**src/rtl/bp_pkg.sv**
```systemverilog
// Shared definitions for the local branch-predictor table and its port scheduler.
package bp_pkg;

   localparam int unsigned IDXW = 7;
   localparam int unsigned TAGW = 23;

   localparam logic [1:0] SNT = 2'd0;
   localparam logic [1:0] WNT = 2'd1;
   localparam logic [1:0] WT  = 2'd2;
   localparam logic [1:0] ST  = 2'd3;

   localparam logic [5:0] OP_BEQ = 6'b000100;
   localparam logic [5:0] OP_BNE = 6'b000101;

   typedef enum logic [1:0] {
      NORMAL = 2'd0,
      DRAIN  = 2'd1,
      ACK    = 2'd2
   } sched_state_e;

endpackage

```
**src/rtl/bp_upd_fifo.sv**
```systemverilog
// Register FIFO of resolved branch updates; exposes the head entry, the
// occupancy and a per-slot index match against the fetch lookup index.
module bp_upd_fifo #(
   parameter int unsigned DEPTH = 4,
   parameter int unsigned IDXW  = bp_pkg::IDXW,
   parameter int unsigned TAGW  = bp_pkg::TAGW,
   localparam int unsigned PTRW = $clog2(DEPTH),
   localparam int unsigned CNTW = PTRW + 1
) (
   input  logic            clk,
   input  logic            reset_n,
   input  logic            push,
   input  logic [IDXW-1:0] push_index,
   input  logic [TAGW-1:0] push_tag,
   input  logic            push_taken,
   input  logic            push_alloc,
   input  logic [31:0]     push_target,
   input  logic            pop,
   input  logic [IDXW-1:0] cmp_index,
   output logic [IDXW-1:0] head_index,
   output logic [TAGW-1:0] head_tag,
   output logic            head_taken,
   output logic            head_alloc,
   output logic [31:0]     head_target,
   output logic [CNTW-1:0] count,
   output logic [DEPTH-1:0] match
);

   logic [IDXW-1:0] idx_q    [DEPTH];
   logic [TAGW-1:0] tag_q    [DEPTH];
   logic            taken_q  [DEPTH];
   logic            alloc_q  [DEPTH];
   logic [31:0]     target_q [DEPTH];
   logic [PTRW-1:0] wr_ptr;
   logic [PTRW-1:0] rd_ptr;
   logic            do_pop;

   assign do_pop = pop && (count != '0);

   always_ff @(posedge clk or negedge reset_n) begin
      if (!reset_n) begin
         wr_ptr <= '0;
         rd_ptr <= '0;
         count  <= '0;
      end else begin
         if (push)   wr_ptr <= wr_ptr + PTRW'(1);
         if (do_pop) rd_ptr <= rd_ptr + PTRW'(1);
         count <= count + CNTW'(push) - CNTW'(do_pop);
      end
   end

   // Payload storage needs no reset; occupancy is tracked by count.
   always_ff @(posedge clk) begin
      if (push) begin
         idx_q[wr_ptr]    <= push_index;
         tag_q[wr_ptr]    <= push_tag;
         taken_q[wr_ptr]  <= push_taken;
         alloc_q[wr_ptr]  <= push_alloc;
         target_q[wr_ptr] <= push_target;
      end
   end

   assign head_index  = idx_q[rd_ptr];
   assign head_tag    = tag_q[rd_ptr];
   assign head_taken  = taken_q[rd_ptr];
   assign head_alloc  = alloc_q[rd_ptr];
   assign head_target = target_q[rd_ptr];

   for (genvar g = 0; g < DEPTH; g++) begin : g_match
      logic [PTRW-1:0] rel;
      assign rel      = PTRW'(g) - rd_ptr;
      assign match[g] = (CNTW'(rel) < count) && (idx_q[g] == cmp_index);
   end

endmodule

```
**src/rtl/bp_port_sched.sv**
```systemverilog
// Arbitrates the single branch-predictor table port between fetch lookups
// and queued decode updates, with a drain handshake for table maintenance.
module bp_port_sched import bp_pkg::*; #(
   parameter int unsigned DEPTH = 4,
   parameter int unsigned IDXW  = bp_pkg::IDXW,
   parameter int unsigned TAGW  = bp_pkg::TAGW
) (
   input  logic            clk,
   input  logic            reset_n,
   input  logic            lk_req,
   input  logic [IDXW-1:0] lk_index,
   output logic            lk_grant,
   output logic            stall_f,
   input  logic            upd_valid,
   input  logic [IDXW-1:0] upd_index,
   input  logic [TAGW-1:0] upd_tag,
   input  logic            upd_taken,
   input  logic            upd_hit,
   input  logic [31:0]     upd_target,
   output logic            tbl_en,
   output logic            tbl_we,
   output logic [IDXW-1:0] tbl_index,
   output logic            tbl_alloc,
   output logic            tbl_taken,
   output logic [TAGW-1:0] tbl_wtag,
   output logic [31:0]     tbl_wtarget,
   input  logic            sync_req,
   output logic            sync_ack,
   output logic [15:0]     deny_cnt
);

   localparam int unsigned CNTW = $clog2(DEPTH) + 1;
   localparam logic [CNTW-1:0] FULL = CNTW'(DEPTH);

   sched_state_e     state;
   logic [IDXW-1:0]  head_index;
   logic [TAGW-1:0]  head_tag;
   logic             head_taken;
   logic             head_alloc;
   logic [31:0]      head_target;
   logic [CNTW-1:0]  count;
   logic [DEPTH-1:0] match;
   logic             conflict_c;
   logic             grant_c;
   logic             pop_c;

   bp_upd_fifo #(.DEPTH(DEPTH), .IDXW(IDXW), .TAGW(TAGW)) u_fifo (
      .clk         (clk),
      .reset_n     (reset_n),
      .push        (upd_valid),
      .push_index  (upd_index),
      .push_tag    (upd_tag),
      .push_taken  (upd_taken),
      .push_alloc  (~upd_hit),
      .push_target (upd_target),
      .pop         (pop_c),
      .cmp_index   (lk_index),
      .head_index  (head_index),
      .head_tag    (head_tag),
      .head_taken  (head_taken),
      .head_alloc  (head_alloc),
      .head_target (head_target),
      .count       (count),
      .match       (match)
   );

   // A lookup must not read an index that still has an update in flight.
   assign conflict_c = lk_req && ((|match) || (upd_valid && (upd_index == lk_index)));

   always_comb begin
      grant_c = 1'b0;
      pop_c   = 1'b0;
      case (state)
         NORMAL: begin
            if (count == FULL)                 pop_c   = 1'b1;
            else if (lk_req && !conflict_c)    grant_c = 1'b1;
            else if (count != '0)              pop_c   = 1'b1;
         end
         DRAIN:   pop_c = (count != '0);
         default: ;
      endcase
   end

   assign lk_grant    = grant_c;
   assign stall_f     = lk_req && !grant_c;
   assign tbl_en      = grant_c || pop_c;
   assign tbl_we      = pop_c;
   assign tbl_index   = pop_c ? head_index : (grant_c ? lk_index : '0);
   assign tbl_alloc   = pop_c && head_alloc;
   assign tbl_taken   = pop_c && head_taken;
   assign tbl_wtag    = pop_c ? head_tag : '0;
   assign tbl_wtarget = pop_c ? head_target : '0;

   // Drain handshake FSM; sync_ack is high exactly while in ACK.
   always_ff @(posedge clk or negedge reset_n) begin
      if (!reset_n) begin
         state    <= NORMAL;
         sync_ack <= 1'b0;
         deny_cnt <= '0;
      end else begin
         if (stall_f && (deny_cnt != 16'hFFFF)) deny_cnt <= deny_cnt + 16'd1;
         case (state)
            NORMAL: begin
               sync_ack <= 1'b0;
               if (sync_req) state <= DRAIN;
            end
            DRAIN: begin
               if ((count == '0) && !upd_valid) begin
                  state    <= ACK;
                  sync_ack <= 1'b1;
               end
            end
            ACK: begin
               state    <= NORMAL;
               sync_ack <= 1'b0;
            end
            default: begin
               state    <= NORMAL;
               sync_ack <= 1'b0;
            end
         endcase
      end
   end

endmodule

```
**config.mk**
```make
export PLATFORM = sky130hd
export DESIGN_NAME = bp_port_sched
export DESIGN_NICKNAME = d
export VERILOG_FILES = /design/src/rtl/bp_pkg.sv /design/src/rtl/bp_upd_fifo.sv /design/src/rtl/bp_port_sched.sv
export SDC_FILE = /design/constraint.sdc
export NUM_CORES = 1
export LEC_CHECK = 0
export CAP_MARGIN = 20
export CORE_MARGIN = 2
export CORE_UTILIZATION = 46
export DETAILED_ROUTE_END_ITERATION = 10
export GPL_TIMING_DRIVEN = 1
export PLACE_DENSITY = 0.69
export SYNTH_ARGS = -nofsm -noshare
export SYNTH_HDL_FRONTEND = slang
export SYNTH_SLANG_ARGS = --single-unit
export TNS_END_PERCENT = 5
```
**constraint.sdc**
```tcl
create_clock -name clk -period 5.7 [get_ports clk]
set_clock_uncertainty 0.1 [all_clocks]
set_input_delay 0.855 -clock clk [delete_from_list [all_inputs] [get_ports clk]]
set_output_delay 0.855 -clock clk [all_outputs]
set_load 0.01 [all_outputs]
```
==> flow_metrics.tcl, run 1 <==
set metrics [dict create \
    tritoncts.num_buffers 29 \
    max_slew_margin_pct 29.9 \
    via_count_of_the_first_global_routing_pass 6436 \
    maxCapViolations 0 \
    grt_antenna_before_repair 4 \
    report.final.hold_viol_count 0 \
    timing.final.setup_violations 0 \
    min-delay-path-class "flip-flop to flip-flop" \
    fin_tns_setup_ns 0 \
    synth.top_cells.by_count "256 x edfxtp_1, 64 x mux4_2, 58 x nor2b_1" \
    place_inst 1068 \
    yosysTopAreaCellShare_pct 66.3 \
    max_freq_mhz 203 \
    postCtsResizedCells 0 \
    synth_flop_cell "edfxtp_1" \
    worst_ep_arrival_time_ns 3.96 \
    clkLatencyLatePin_ns 0.53 \
    synth_nets 693 \
    worstPathRequired_ns 4.74 \
    clock_sink_count 282 \
    synthesis.area_sq_um 11600 \
    grt_pass1_wl_mm 35.5 \
    synth.lib_cells_used.distinct 43 \
    area_growth_syn_to_layout_pct 24.9 \
    synth-seq-cells 282 \
    synth.avg_cell_area_sq_um 19.2 \
    final_cell_count_no_fill 1123 \
    netlist.top_cell.by_area "edfxtp_1" \
    r2r_setup_slack_ns 1.92 \
    clk_pin_slew_worst_paths_ns 0.06 \
    path_class "flip-flop to output port" \
    leakage_nw 4.94 \
    setup.worst_path.start_class "flip-flop" \
    post-route-drc-count 0 \
    ys_warn_count 0 \
    cts-root-buf "clkbuf_16" \
    count_of_cells_along_the_worst_hold_path 1 \
    holdCritStartpoint "deny_cnt[14]" \
    ys_seq_area_share_pct 71.9 \
    fin_crit_sh_pct 86.2 \
    rr_worst_depth 13 \
    timing.rr.end "u_fifo.count[2]" \
    routed_antenna_nets 0 \
    globalRouteTotalUtil_pct 17.5 \
    port-buffer-count 160 \
    cts_hold_buffers 0 \
    routabilityCongestion 0.795 \
    fin_total_pwr_mw 7.80 \
    final.min_clock_period_ns 4.91 \
    cts_tree "done" \
    status "completed" \
    grt.overflow.total 0 \
    wl_per_cell_microns 20.5 \
    grt_start_max_net_pins 65 \
    cts_max_path_buffers 3 \
    viasPerCell 5.34 \
    crit-reg2reg-launch "u_fifo.rd_ptr[0]" \
    detailroute.via_count 6002 \
    syn_inst 605 \
    core.rowCount 58 \
    synth-edff-count 256 \
    synth.most_common_cell "edfxtp_1" \
    layout-drive-gt1-share_pct 15.7 \
    routed_wirelength_mm 23.1 \
    ys_async_sr_fraction_pct 9.22 \
    top_level_ports 161 \
    powerDensity_nw_per_um2 539 \
    unrepaired_setup_endpoints_after_global_routing "false" \
    power.ir.vdd_worst_mv 0.298 \
    chipWidth_microns 163 \
    post_cts_buffers 0 \
    core_sq_um 25000 \
    crit_path_end_kind "output port" \
    initial_utilization_pct 46.5 \
    netlist_top_cells_area "edfxtp_1 66%, mux4_2 12%, dfrtp_1 5.6%" \
    dr.first_iter.drc_count 381 \
    ctsHtreeMaxLevel 1 \
    whs_endpoint "deny_cnt[14]" \
    design.final.nets 857 \
    die_height_microns 163 \
    path_max_fanout 46 \
    timing.final.max_slew_violations 0 \
    tightest_slew_ns 1.05 \
    dieArea_sq_um 26500 \
    post-dp-hpwl_mm 13.8 \
    drt_pass1_iterations 6 \
]
[per-stage QoR]
stage / setup WS [ns] / hold slack (ns) / cell area (sq um) / util, %
after global routing: 0.480 / 0.405 / 14500 / 58.0
final: 0.785 / 0.387 / 14500 / 58.0
after detailed placement: 0.929 / 0.384 / 13500 / 54.1
after global placement: 0.996 / 0.374 / 13500 / 54.1
after CTS: 0.719 / 0.395 / 14500 / 58.0
after floorplan: 2.02 / 0.377 / 11600 / -
[power breakdown]
group	leakage, nW	total [mW]	internal, mW	switching [mW]
Clock	0.478	1.93	1.20	0.730
Sequential	2.68	2.95	2.71	0.236
Combinational	1.79	2.93	1.57	1.36
[critical path, stage by stage (launching register included)]
cell and delay [ns]:
dfrtp_4 0.83, xnor2_1 0.18, ha_1 0.31, a21oi_1 0.07, o211ai_1 0.21, o2111ai_2 0.21, o31ai_4 0.35, buf_4 0.55
nor2b_1 0.17, clkdlybuf4s50_1 0.52
[routing by layer]
metal / routed length, microns / up-vias / global-route usage [%]
met3: 1800 / 29 / 4.86
met1: 9430 / 3086 / 22.3
met5: 13 / - / 0
met2: 11500 / 184 / 30.1
met4: 310 / 2 / 4.06
li1: - / 2701 / -
[how the worst max path moves through the flow]
stage,start,to,slack (ns),cells past startpoint
3_5_place_dp,lk_index[5],tbl_index[4],0.93,9
3_3_place_gp,lk_index[5],tbl_index[4],1.0,9
4_1_cts,u_fifo.rd_ptr[0],tbl_wtag[13],0.72,9
5_1_grt,u_fifo.rd_ptr[0],tbl_wtag[13],0.48,9
6_report,u_fifo.rd_ptr[0],tbl_wtarget[8],0.79,9
2_1_floorplan,u_fifo.rd_ptr[0],tbl_index[0],2.02,12
[cells by family after synthesis]
family	after synthesis	synth area share, %
DFF	282	71.9
and+or+nand+nor	122	6.38
muxes	65	12.5
xor gates and xnor gates	56	4.23
buffers and inverters	46	1.90
AOI/OAI and AO/OA	22	1.73
adders and majority gates	12	1.36
[registers in the layout, indices dropped and copies added (netlist names)]
| register | cells |
|---|---|
| state | 2 |
| u_fifo.target_q | 128 |
| sync_ack | 1 |
| u_fifo.rd_ptr | 2 |
| u_fifo.wr_ptr | 2 |
| deny_cnt | 16 |
| u_fifo.alloc_q | 4 |
| u_fifo.count | 3 |
| u_fifo.idx_q | 28 |
| u_fifo.tag_q | 92 |
| u_fifo.taken_q | 4 |
[final cells by class]
| cell class | instances | area, sq um |
|---|---|---|
| Antenna cell | 3 | 7.51 |
| Timing Repair Buffer | 167 | 1650 |
| Clock buffer | 36 | 752 |
| Tap cell | 330 | 413 |
| Fill cell | 1908 | 10500 |
| Sequential cell | 282 | 8350 |
| Multi-Input combinational cell | 277 | 3050 |
| Inverter | 12 | 45.0 |
| Clock inverter | 16 | 224 |
[cell usage in the layout (no fill, tap or decap), types with 2 or more instances in the layout]
cell             instances
o211ai_1                 2
nand4_1                  6
nand3_1                  5
buf_4                    7
nor3_1                  10
a21oi_1                  4
xor2_1                  41
clkinv_1                 5
and2_4                   4
nand2_1                  9
clkbuf_1                 7
ha_1                    11
dfrtp_1                 24
nor3b_1                  4
edfxtp_1               256
dfrtp_4                  2
clkinv_2                 5
nor2b_1                 58
nor2_1                   7
bufinv_16                6
clkbuf_16               29
a22o_1                   7
diode_2                  3
nor4_1                   7
inv_1                   11
nor4b_1                  2
xnor2_1                 15
and3_1                   4
mux4_2                  64
clkdlybuf4s50_1        160
No activity file was read; power rests on OpenSTA's default activity.
==> run 2, diff against run 1 <==
==> constraint.sdc (replaced) <==
create_clock -name clk -period 5.7 [get_ports clk]
set_clock_uncertainty 0.1 [all_clocks]
set_input_delay 1.14 -clock clk [delete_from_list [all_inputs] [get_ports clk]]
set_output_delay 1.14 -clock clk [all_outputs]
set_load 0.01 [all_outputs]
==> flow_metrics.tcl, run 2 (same netlist as run 1, synthesis figures left out) <==
set metrics [dict create \
    path_class "input pin to output port" \
    clk_pin_slew_worst_paths_ns 0.06 \
    layout.area.seq_sq_um 8350 \
    leakage_nw 4.93 \
    via_count_of_the_first_global_routing_pass 6386 \
    cts_max_path_buffers 3 \
    fillers 1920 \
    final.min_clock_period_ns 5.45 \
    design.final.nets 858 \
    detailroute.via_count 5993 \
    mostFrequentLayoutCells "256 x edfxtp_1, 160 x clkdlybuf4s50_1, 64 x mux4_2" \
    postCtsResizedCells 0 \
    timing.final.max_slew_violations 0 \
    die_height_microns 163 \
    grt_start_max_net_pins 65 \
    report.final.hold_viol_count 0 \
    cts_tree "done" \
    worst_ep_arrival_time_ns 4.21 \
    timing.final.setup_violations 0 \
    viasPerCell 5.33 \
    drt_pass1_iterations 7 \
    dieArea_sq_um 26500 \
    worstPathRequired_ns 4.46 \
    place_inst 1069 \
    crit_path_end_kind "output port" \
    fin_crit_sh_pct 95.7 \
    core.rowCount 58 \
    largest_register_ff_count 128 \
    clkLatencyLatePin_ns 0.53 \
    cts-root-buf "clkbuf_16" \
    post-route-drc-count 0 \
    cts_hold_buffers 0 \
    tightest_slew_ns 1.08 \
    grt_antenna_before_repair 2 \
    setup.worst_path.start_class "input pin" \
    maxCapViolations 0 \
    grt_pass1_wl_mm 36.1 \
    top_regs "u_fifo.target_q (128), u_fifo.tag_q (92), u_fifo.idx_q (28)" \
    top_register "u_fifo.target_q" \
    min-delay-path-class "flip-flop to flip-flop" \
    max_freq_mhz 183 \
    final_cell_count_no_fill 1124 \
    status "completed" \
    area_growth_syn_to_layout_pct 24.8 \
    unrepaired_setup_endpoints_after_global_routing "false" \
    core_sq_um 25000 \
    layout-drive-gt1-share_pct 16.0 \
    routed_antenna_nets 0 \
    globalRouteTotalUtil_pct 17.8 \
    max_slew_margin_pct 27.7 \
    clock_sink_count 282 \
    post_cts_buffers 0 \
    chipWidth_microns 163 \
    path_max_fanout 18 \
    layout.cells.most_common "edfxtp_1" \
    port-buffer-count 160 \
    power.ir.vdd_worst_mv 0.383 \
    initial_utilization_pct 46.5 \
    powerDensity_nw_per_um2 536 \
    multi_input_comb_area_sq_um 3050 \
    routabilityCongestion 0.824 \
    tritoncts.num_buffers 29 \
    wl_per_cell_microns 21.0 \
    fin_tns_setup_ns 0 \
    routed_wirelength_mm 23.6 \
    post-dp-hpwl_mm 14.0 \
    dr.first_iter.drc_count 447 \
    grt.overflow.total 0 \
    top_level_ports 161 \
    ctsHtreeMaxLevel 1 \
]
==> run 2: changes by cell type in the layout (fill, tap and decap cells not counted), sizes merged <==
| cell | previous run | this run |
|---|---|---|
| clkinv | 10 | 15 |
| diode | 3 | 2 |
| buf | 7 | 8 |
| clkinvlp | 0 | 2 |
| clkbuf | 36 | 32 |
| bufinv | 6 | 4 |
==> run 2: report_power, final <==
part | total, mW | switching [mW] | internal, mW
logic | 2.95 | 1.37 | 1.58
registers | 2.96 | 0.243 | 2.71
clock network | 1.85 | 0.745 | 1.11
==> run 2: path summary, 6_finish.rpt <==
path / start / to / slack [ns] / cells after the start
setup reg to reg: u_fifo.rd_ptr[0] / u_fifo.count[2] / 1.86 / 13
min in group asynchronous: reset_n / deny_cnt[9] / 0.88 / 2
hold reg to reg: deny_cnt[5] / deny_cnt[5] / 0.39 / 1
max in group asynchronous: reset_n / u_fifo.rd_ptr[1] / 4.33 / 2
setup / recovery: lk_index[5] / tbl_en / 0.25 / 9
hold / removal: deny_cnt[5] / deny_cnt[5] / 0.39 / 1
==> run 2: final cells by class <==
cell class	count	share of cell area (%)
Sequential cell	282	57.7
Multi-Input combinational cell	277	21.1
Timing Repair Buffer	168	11.6
Clock buffer	32	5.09
Tap cell	330	2.85
Clock inverter	21	1.41
Inverter	12	0.311
Antenna cell	2	0.0346
==> run 2: through the flow <==
stage          hold WS (ns)  instance area (sq um)  utilization (%)  setup slack (ns)  total power [mW]
4_1_cts               0.395                  14500             58.0             0.239              7.88
5_1_grt               0.419                  14500             58.0            0.0602              8.17
3_5_place_dp          0.387                  13500             54.2             0.261              6.00
3_3_place_gp          0.376                  13500             54.2             0.391              5.94
6_report              0.392                  14500             58.0             0.247              7.76
2_1_floorplan         0.377                  11600                -              1.70              4.57
==> run 2: layer usage <==
metal / global-route usage (%) / routed length [microns] / vias up
li1: - / - / 2695
met3: 4.66 / 1660 / 38
met4: 4.10 / 445 / 0
met2: 29.7 / 11700 / 169
met5: 0 / 0 / -
met1: 23.6 / 9780 / 3091
==> run 2: critical path, cell delays in order <==
cell and delay (ns):
clkdlybuf4s50_1 0.68, xor2_1 0.23, nor4_1 0.09, a31oi_1 0.21
o21ai_2 0.12, a2111oi_4 0.71, buf_4 0.36, or2_1 0.13
clkdlybuf4s50_1 0.53
==> run 3, diff against run 2 <==
--- a/config.mk
+++ b/config.mk
@@ -10,6 +10,7 @@
 export CORE_UTILIZATION = 46
 export DETAILED_ROUTE_END_ITERATION = 10
 export GPL_TIMING_DRIVEN = 1
+export HOLD_SLACK_MARGIN = 0.06
 export PLACE_DENSITY = 0.69
 export SYNTH_ARGS = -nofsm -noshare
 export SYNTH_HDL_FRONTEND = slang
==> results of run 3 <==
The final DEF is identical to that of run 2; final timing and power are the same.
